## src/rtl/codegen_pkg.sv

```systemverilog
// Shared types and defaults for the code-generator round-robin scheduler.
package codegen_pkg;

  localparam int N_REQ_DEF  = 4;
  localparam int LEN_W_DEF  = 8;
  localparam int DATA_W_DEF = 8;

  typedef enum logic [1:0] {
    ST_IDLE = 2'd0,
    ST_RUN  = 2'd1,
    ST_DONE = 2'd2
  } state_e;

  // A single requester would still need a 1-bit ID field.
  function automatic int id_w(input int n);
    return (n <= 1) ? 1 : $clog2(n);
  endfunction

endpackage

```

## src/rtl/codegen_arb_rr_arbiter.sv

```systemverilog
// Combinational round-robin pick: first set request at or after the pointer,
// wrapping modulo N_REQ.
module rr_arbiter
  import codegen_pkg::*;
#(
  parameter int N_REQ = N_REQ_DEF,
  parameter int ID_W  = id_w(N_REQ)
) (
  input  logic [N_REQ-1:0] req_i,
  input  logic [ID_W-1:0]  ptr_i,
  output logic [N_REQ-1:0] winner_oh_o,
  output logic [ID_W-1:0]  winner_idx_o,
  output logic             any_req_o
);

  logic            found;
  logic [ID_W-1:0] idx;

  always_comb begin
    winner_oh_o  = '0;
    winner_idx_o = '0;
    any_req_o    = |req_i;
    found        = 1'b0;
    idx          = '0;
    for (int k = 0; k < N_REQ; k++) begin
      idx = ID_W'((int'(ptr_i) + k) % N_REQ);
      if (!found && req_i[idx]) begin
        found            = 1'b1;
        winner_oh_o[idx] = 1'b1;
        winner_idx_o     = idx;
      end
    end
  end

endmodule

```

## src/rtl/codegen_arb.sv

```systemverilog
// Round-robin scheduler sharing one code generator among N_REQ requesters;
// drives the generator start for exactly burst_len cycles per grant.
module codegen_arb
  import codegen_pkg::*;
#(
  parameter int N_REQ  = N_REQ_DEF,
  parameter int LEN_W  = LEN_W_DEF,
  parameter int DATA_W = DATA_W_DEF,
  parameter int ID_W   = id_w(N_REQ)
) (
  input  logic                   clk,
  input  logic                   rst_l,
  input  logic [N_REQ-1:0]       req,
  input  logic [N_REQ*LEN_W-1:0] burst_len,
  output logic [N_REQ-1:0]       gnt,
  output logic                   busy,
  output logic                   cg_start,
  input  logic [DATA_W-1:0]      cg_data,
  output logic [DATA_W-1:0]      out_data,
  output logic                   out_valid,
  output logic [ID_W-1:0]        out_id,
  output logic [N_REQ-1:0]       done,
  output logic [1:0]             dbg_state
);

  // Handshake: req is a level held until the matching done pulse; gnt is high
  // from the cycle after arbitration through the DONE cycle, out_valid marks
  // each code, done is a one-cycle pulse and no ready/backpressure exists.

  state_e            state_q, state_d;
  logic [ID_W-1:0]   id_q, id_d;
  logic [ID_W-1:0]   ptr_q, ptr_d;
  logic [LEN_W-1:0]  cnt_q, cnt_d;
  logic [N_REQ-1:0]  gnt_q, gnt_d;

  logic [N_REQ-1:0]  win_oh;
  logic [ID_W-1:0]   win_idx;
  logic              any_req;
  logic [LEN_W-1:0]  win_len;

  rr_arbiter #(
    .N_REQ (N_REQ),
    .ID_W  (ID_W)
  ) u_rr (
    .req_i        (req),
    .ptr_i        (ptr_q),
    .winner_oh_o  (win_oh),
    .winner_idx_o (win_idx),
    .any_req_o    (any_req)
  );

  assign win_len = burst_len[win_idx*LEN_W +: LEN_W];

  always_comb begin
    state_d = state_q;
    id_d    = id_q;
    ptr_d   = ptr_q;
    cnt_d   = cnt_q;
    gnt_d   = gnt_q;
    case (state_q)
      ST_IDLE: begin
        if (any_req) begin
          id_d    = win_idx;
          cnt_d   = win_len;
          gnt_d   = win_oh;
          state_d = (win_len == '0) ? ST_DONE : ST_RUN;
        end
      end
      ST_RUN: begin
        cnt_d = cnt_q - 1'b1;
        if (cnt_q == LEN_W'(1)) state_d = ST_DONE;
      end
      ST_DONE: begin
        // The finished requester drops to lowest priority next round.
        ptr_d   = (id_q == ID_W'(N_REQ - 1)) ? '0 : id_q + 1'b1;
        gnt_d   = '0;
        state_d = ST_IDLE;
      end
      default: begin
        gnt_d   = '0;
        state_d = ST_IDLE;
      end
    endcase
  end

  always_ff @(posedge clk or negedge rst_l) begin
    if (!rst_l) begin
      state_q <= ST_IDLE;
      id_q    <= '0;
      ptr_q   <= '0;
      cnt_q   <= '0;
      gnt_q   <= '0;
    end else begin
      state_q <= state_d;
      id_q    <= id_d;
      ptr_q   <= ptr_d;
      cnt_q   <= cnt_d;
      gnt_q   <= gnt_d;
    end
  end

  // All outputs decode from registers, so an asynchronous reset clears them at once.
  assign gnt       = gnt_q;
  assign busy      = (state_q != ST_IDLE);
  assign cg_start  = (state_q == ST_RUN);
  assign out_valid = (state_q == ST_RUN);
  assign out_data  = (state_q == ST_RUN) ? cg_data : '0;
  assign out_id    = (state_q != ST_IDLE) ? id_q : '0;
  assign done      = (state_q == ST_DONE) ? gnt_q : '0;
  assign dbg_state = state_q;

endmodule

```

## config.mk

```make
export PLATFORM = sky130hd
export DESIGN_NAME = codegen_arb
export DESIGN_NICKNAME = d
export VERILOG_FILES = /design/src/rtl/codegen_pkg.sv /design/src/rtl/codegen_arb_rr_arbiter.sv /design/src/rtl/codegen_arb.sv
export SDC_FILE = /design/constraint.sdc
export NUM_CORES = 1
export LEC_CHECK = 0
export ABC_AREA = 1
export CAP_MARGIN = 20
export CELL_PAD_IN_SITES_DETAIL_PLACEMENT = 1
export CELL_PAD_IN_SITES_GLOBAL_PLACEMENT = 2
export CORE_UTILIZATION = 25
export CTS_BUF_LIST = sky130_fd_sc_hd__clkbuf_2 sky130_fd_sc_hd__clkbuf_4 sky130_fd_sc_hd__clkbuf_8
export DETAILED_ROUTE_END_ITERATION = 7
export GPL_TIMING_DRIVEN = 0
export MAX_ROUTING_LAYER = met4
export PLACE_DENSITY = 0.87
export SYNTH_ARGS = -nofsm -noshare
export SYNTH_HDL_FRONTEND = slang
export SYNTH_SLANG_ARGS = --single-unit
```

## constraint.sdc

```tcl
create_clock -name clk -period 5.4 [get_ports clk]
set_input_delay 1.08 -clock clk [delete_from_list [all_inputs] [get_ports clk]]
set_output_delay 1.08 -clock clk [all_outputs]
set_load 0.03 [all_outputs]
```

Word-level counts from Yosys, hierarchy flattened:

Index checks and enable logic that the tools add are counted.

* add/subtract/negate cells: 5
* shift-type cells: 1
* eq/ne operators: 6
* $lt $le $gt $ge: 8
* bitwise gates (word level): 4
* multiplexer cells: 39
* reduce and logical (&&, ||, !) cells: 19

Operator list (count)
* $shiftx A32 B6 Y8: 1
* $mux W4: 6
* $mux W2: 9
* $mux W8: 2
* $pmux W8 S2: 1
* $lt A2 B3 Y1 const B: 4
* $or A4 B4 Y4: 3
* $mux W1: 11
* $bmux W1 S2: 4
* $demux W1 S2: 4
* $eq A8 B1 Y1 const B: 1
* $ge A2 B1 Y1 const B: 4
* $logic_not A8 Y1: 1
* $pmux W4 S2: 1
* $reduce_and A2 Y1: 4
* $sub A8 B1 Y8 const B: 1
* $logic_and A1 B1 Y1: 7
* $add A2 B1 Y2 const B: 2
* $add A2 B2 Y2 const B: 2
* $eq A2 B2 Y1 const B: 2
* $pmux W2 S2: 1
* $reduce_bool A2 Y1: 2
* $reduce_or A4 Y1: 1
* $logic_not A1 Y1: 3
* other kinds (5): 5

* register bits after elaboration: 18

Logic depth before layout (Yosys ltp):

Gate-level depths: netlist (run 1).

* depth after elaboration: 17
* mapped depth: 19
* gate-level depth less buffers: 18

Cells and area by module:

A second synthesis (run 1) with hierarchy kept.

* cells, all modules: 289
* area, all modules: 1885.6 um2

Modules (own cells, without submodules)
* codegen_arb: seq. area each 450.4 um2, area an instance 1351.3 um2, cells each 206, instances 1
* rr_arbiter: seq. area each 0.0 um2, area an instance 534.3 um2, cells each 83, instances 1

Least setup slack after synthesis (run 1):

Ideal clock, no wire load.

* kind: flip-flop to output port
* from: register state_q[0], in the netlist dbg_state[0]
* to: output out_data[0]
* cell stages (with the launch flop): 5
* setup slack: 2.144 ns
* data required time: 4.320 ns
* data arrival time: 2.176 ns
* cells stage by stage: dfrtp_1 -> inv_1 -> nor2_1 -> clkinv_1 -> nor2_1

* cells in the longest elaborated chain, start to end: 2

RTL lines
* start: declaration: RTL line codegen_arb.sv:30 `state_e state_q, state_d;`
* start signal: assignment: RTL line codegen_arb.sv:94 `state_q <= state_d;`
* $eq A2 B1 Y1
* net cg_start: RTL line codegen_arb.sv:17 `output logic cg_start,`
* $mux W8: RTL line codegen_arb.sv:107 `assign out_data = (state_q == ST_RUN) ? cg_data : '0;`
* end: declaration: RTL line codegen_arb.sv:19 `output logic [DATA_W-1:0] out_data,`

The timed path passes the listed nets, and every way through them passes these cells.

Final worst setup path (run 1):

* from: register state_q[0], in the netlist dbg_state[0]
* to: output out_data[3]

* cells in the longest elaborated chain, start to end: 2

RTL lines (RTL line)
* $eq A2 B1 Y1: codegen_arb.sv:107
* $mux W8: codegen_arb.sv:107

Every way passes these cells.

==> metrics.txt, run 1 <==
first-pass GRT wire length 9140 microns; via count 1,968; TritonRoute pass-1 iters 4; Post-CTS Hold Fix Bufs 0; Fmax 0.282 GHz; Post-synth EDFFs 0; slew margin rel. 43.4%; Fin. Hold Viols 0; hold path startpoint id_q[0]; sequential fraction of the synthesis area 25.6%; post-synthesis async set-or-reset flop share 100%; # setup viols final 0; number of max-cap violations 0; Cell Area, Synth 1760 sq um; Syn Area/Cell 6.73 sq um; WHS Path Cells 1; Filler cells 857; Resize count post-CTS 0; First DRT Iteration DRCs 59; Routed Antenna Nets 0; Post-Syn Nets 319; crit-path max FO 10; fin util 38.3%; die width 86.0 microns; outcome completed; worst-margin pin slew 0.847 ns; flop2flop setup slack 2.59 ns; register area 450 sq um; deepest clock path buffer count 2; half-perimeter wire length after placement 4490 microns; Reg clk slew, reported paths 0.07 ns; leading area contributor after synthesis dfrtp_1; Worst Hold Class flip-flop to flip-flop; Multi-input gate area 1120 sq um; post-CTS setup buffers 0; clock skew 0.00249 ns; clock latency on the worst-skew pair 0.25 ns; Worst R2R Path Depth 16; routed len/inst 12.8 microns; DRT Wirelength 5480 microns; count leader, synth nand2_1; Main synth FF type dfrtp_1; total gr overflow 0; hold_ws 0.526 ns; Rows 30; Port-buffer cells 68; share of the synthesized area in the top cell type 25.6%; H-tree depth 1; Peak VDD IR 75.4 uV; Yosys cell types 37; Max Slew Vio Count 0; Area Overhead vs Synth 47.8%; Area contributors post-synth dfrtp_1 26%, nand2_1 13%, nand3_1 13%, ha_1 7.8%, inv_1 6.2%; Root Driver clkbuf_8; Total Neg Setup Slack 0 ns; nets 392; clk sinks 18; CP arrival 2.47 ns; Crit Path Class flip-flop to output port; Core Box Area 6790 sq um; GRT Total Usage 15.7%; drt drc 0; antenna violations before repair 0; static leakage 1.17 nW; top cells by count, synth 60 x nand2_1, 45 x nand3_1, 29 x inv_1, 25 x nor2_1, 18 x dfrtp_1; total power 330 uW; Worst Setup Start Kind flip-flop; area of the die 7390 sq um; Antenna diodes 0; RSZ-0062 raised after global routing false; vias in the first global route 1,924; Crit. End Element output port; RR Startpoint ptr_q[1]; CTS tree done; Via density 4.59; share of cells above drive strength 1 9.61%; Mapped Cells 262; GP Congestion 0.770; FF+latch count, synth 18; largest net degree at the start of global routing 19; # IOs 69; YS warnings 0; RR Endpoint dbg_state[0]; Final min period 3.55 ns; fin crit share 65.7%; P per Cell Area 127 nW/um^2; Hold Crit Endpoint ptr_q[0]; Chip Height 86.0 microns; CTS Buf Count 3; WP data required 4.32 ns; Initial Util 25.9%
==> worst max-delay path by stage <==
stage	endpoint	startpoint	slack, ns	depth (start not counted)
2_1_floorplan	out_data[0]	dbg_state[0]	2.14	4
3_3_place_gp	out_data[3]	cg_data[3]	1.97	4
3_5_place_dp	out_data[3]	cg_data[3]	1.95	4
4_1_cts	out_data[3]	dbg_state[0]	1.79	5
5_1_grt	out_data[2]	dbg_state[0]	1.65	5
6_report	out_data[3]	dbg_state[0]	1.85	5
==> kinds of logic (layout without fill, tap and decap cells) <==
family	after synthesis	after routing	share of synthesized area, %
simple gates	156	156	43.4
fa+ha+maj	11	11	7.81
buf+inv	42	113	10.6
flops	18	18	25.5
compound gates	35	35	12.6
==> through the flow <==
stage | instance area (sq um) | cells | worst slack (ns)
after floorplan | 1760 | 262 | 2.14
after global placement | 2560 | 426 | 1.97
after detailed placement | 2560 | 426 | 1.95
after CTS | 2610 | 429 | 1.79
after global routing | 2610 | 429 | 1.65
final | 2610 | 429 | 1.85
==> layer usage <==
| metal | up-vias | routed length [microns] | track usage (%) | share of wire [%] |
|---|---|---|---|---|
| li1 | 1016 | - | - | - |
| met1 | 899 | 2570 | 19.8 | 47 |
| met2 | 47 | 2710 | 27.3 | 50 |
| met3 | 6 | 143 | 1.25 | 2.6 |
| met4 | 0 | 51 | 3.03 | 0.93 |
| met5 | - | 0 | - | 0 |
==> layout make-up <==
cell class                      instances  share of cell area [%]
Multi-Input combinational cell        202                    43.2
Timing Repair Buffer                   68                    26.1
Sequential cell                        18                    17.3
Inverter                               36                    5.28
Tap cell                               96                    4.61
Buffer                                  6                    1.92
Clock buffer                            3                    1.59
==> placed cells by master (no fill, tap or decap) <==
master	count
dfrtp_1	18
nand4_4	1
buf_4	1
inv_1	29
nand4_1	1
buf_6	3
nand2_1	60
nor2_2	1
o21ai_0	7
clkdlybuf4s50_1	68
or2_2	2
buf_2	1
clkinv_1	2
clkbuf_1	1
nand3b_1	1
o311ai_0	1
a22oi_1	4
o21a_1	1
nor2_1	25
a21oi_1	9
nand3_2	3
inv_4	1
o21bai_1	1
nor3_1	4
o221ai_1	2
o22ai_1	5
a21boi_0	1
nor2_4	1
nand2_2	4
o211ai_1	1
nor4_1	2
nand2_4	6
a21oi_2	1
nand3_1	45
o31ai_1	1
clkbuf_8	3
o41ai_1	1
ha_1	11
inv_2	4
==> report_power, final <==
group	total, mW	internal, mW	switching, mW
clock network	0.0955	0.0496	0.0459
registers	0.135	0.135	0
logic	0.0998	0.0500	0.0498
total	0.330	0.234	0.0957
==> registers in the layout, summed over array words and instances (netlist names) <==
name       cells
dbg_state      2
ptr_q          2
gnt            4
cnt_q          8
id_q           2
==> worst max-delay path, stage by stage (launching register included) <==
cell and delay, ns:
dfrtp_1 0.41, inv_1 0.11, nor2_1 0.42, clkinv_1 0.41, nor2_1 0.17, clkdlybuf4s50_1 0.70
(Power assumes the default switching activity.)
==> run 2: changes to the inputs <==
CORE_UTILIZATION = 23   (was 25)
PLACE_DENSITY = 0.81   (was 0.87)
clock period = 3.5 ns   (was 5.4 ns; I/O delays follow)
==> run 2 against run 1 <==
Compared with the run above: final cell count grew 0.93%; utilization down 2.6 points; register-to-register slack got worse by 1.8 ns; clock skew decreased by 0.00055 ns; global-route usage fell by 0.69 points; largest cell class unchanged.
==> metrics.txt, run 2 (synthesis results as in run 1) <==
CTS Buf Count 3 (unchanged); RSZ-0062 raised after global routing false (unchanged); Final min period 3.12 ns; flop2flop setup slack 0.75 ns (was 2.59 ns); post-CTS setup buffers 0 (unchanged); CP arrival 2.42 ns (was 2.47 ns); commonest non-fill, non-tap cell in the layout clkdlybuf4s50_1 (unchanged); routed len/inst 12.8 microns (about the same); Total Neg Setup Slack 0 ns (unchanged); Top reg by flops cnt_q (unchanged); total gr overflow 0 (unchanged); Port-buffer cells 68 (unchanged); H-tree depth 1 (unchanged); Peak VDD IR 99.4 uV (was 75.4 uV); drt drc 0 (unchanged); antenna violations before repair 0 (unchanged); number of flip-flops in the largest register 8 (unchanged); first-pass GRT wire length 9040 microns (was 9140 microns); Clock power frac 33.0% (was 28.9%); largest net degree at the start of global routing 19 (unchanged); hold_ws 0.512 ns (was 0.526 ns); Fin. Hold Viols 0 (unchanged); outcome completed (unchanged); GP Congestion 0.794 (was 0.770); sequential power share 38.6% (was 40.8%); power share of the combinational group 28.4% (was 30.2%); Worst Hold Class flip-flop to flip-flop (unchanged); Root Driver clkbuf_8 (unchanged); Reg clk slew, reported paths 0.07 ns (about the same); P per Cell Area 205 nW/um^2 (was 127 nW/um^2); Worst setup endpoint out_data[6] (was out_data[3]); fin crit share 89.2%; Int Pwr 385 uW (was 234 uW); Chip Height 89.6 microns (was 86.0 microns); Core Box Area 7330 sq um (was 6790 sq um); Max Slew Vio Count 0 (unchanged); number of max-cap violations 0 (unchanged); Crit. End Element output port (unchanged); static leakage 1.18 nW (was 1.17 nW); vias in the first global route 1,939 (was 1,924); CTS tree done (unchanged); Via density 4.61 (was 4.59); Rows 31 (was 30); die width 89.6 microns (was 86.0 microns); most frequent cells in the layout 68 x clkdlybuf4s50_1, 60 x nand2_1, 45 x nand3_1 (unchanged); Resize count post-CTS 0 (unchanged); Sw Ratio 28.5% (was 29.0%); # IOs 69 (unchanged); Routed Antenna Nets 0 (unchanged); worst setup path startpoint dbg_state[0] (unchanged); Worst R2R Path Depth 16 (unchanged); Area Overhead vs Synth 48.8% (was 47.8%); fin util 35.8% (was 38.3%); RR Endpoint dbg_state[0] (unchanged); Crit Path Class flip-flop to output port (unchanged); DRT Wirelength 5530 microns (was 5480 microns); GRT Total Usage 15.0% (was 15.7%); RR Startpoint ptr_q[1] (unchanged); nets 392 (unchanged); Antenna diodes 0 (unchanged); clk sinks 18 (unchanged); Worst Setup Start Kind flip-flop (unchanged); # setup viols final 0 (unchanged); TritonRoute pass-1 iters 4 (unchanged); deepest clock path buffer count 2 (unchanged); clock skew 0.00194 ns (was 0.00249 ns); Sw Pwr 153 uW (was 95.7 uW); via count 1,994 (was 1,968); Post-CTS Hold Fix Bufs 0 (unchanged); clock latency on the worst-skew pair 0.26 ns (was 0.25 ns); share of cells above drive strength 1 9.88% (was 9.61%); Initial Util 24.0% (was 25.9%); worst-margin pin slew 0.866 ns (was 0.847 ns); WP data required 2.80 ns (was 4.32 ns); crit-path max FO 10 (unchanged); area of the die 8020 sq um (was 7390 sq um); half-perimeter wire length after placement 4640 microns (was 4490 microns); First DRT Iteration DRCs 79 (was 59); slew margin rel. 42.1% (was 43.4%); Fmax 0.320 GHz
## run 2: cell types whose count changed in the layout (fill, tap and decap cells not counted)
| cell | change |
|---|---|
| clkbuf_8 | +1 |
## run 2: metrics by stage
stage	power [mW]	worst slack, ns	cell area (sq um)	std cells
floorplan	0.284	0.624	1760	262
global placement	0.366	0.438	2570	429
detailed placement	0.367	0.380	2570	429
CTS	0.544	0.300	2620	433
global route	0.570	0.110	2620	433
finish	0.538	0.378	2620	433
## run 2: worst min-delay path by stage
stage,start,endpoint,slack (ns),depth (start not counted)
after global placement,id_q[1],id_q[1],0.51,2
final,id_q[0],ptr_q[0],0.51,1
after detailed placement,id_q[0],ptr_q[0],0.50,1
after CTS,id_q[0],ptr_q[0],0.52,1
after floorplan,rst_l,cnt_q[0],0.40,0
after global routing,id_q[0],ptr_q[0],0.57,1
## run 2: area by class of cell
type                       instances  area (sq um)
timing repair buffer              68           681
fill                             951          4710
clock buffer                       4          55.1
multi-input combinational        202          1120
tap                               99           124
inverter                          36           138
buffer                             6          50.0
sequential                        18           450
## run 2: worst max-delay path, stage by stage, from the launching register on
cell and delay, ns:
dfrtp_1 0.39, inv_1 0.11, nor2_1 0.40, clkinv_1 0.39, nor2_1 0.17, clkdlybuf4s50_1 0.69
## run 2: power by group through the flow
stage	Sequential, mW	Combinational (mW)	Clock, mW
global placement	0.212	0.154	0
global route	0.208	0.169	0.193
floorplan	0.212	0.0719	0
detailed placement	0.212	0.155	0
finish	0.208	0.153	0.178
CTS	0.208	0.156	0.181
## run 2: routing by layer
metal	vias up	share of wire [%]	GRT usage, %
met5	-	0	-
met1	901	48	19.3
li1	1011	-	-
met4	0	1.0	3.46
met3	5	6.7	1.94
met2	77	44	24.8
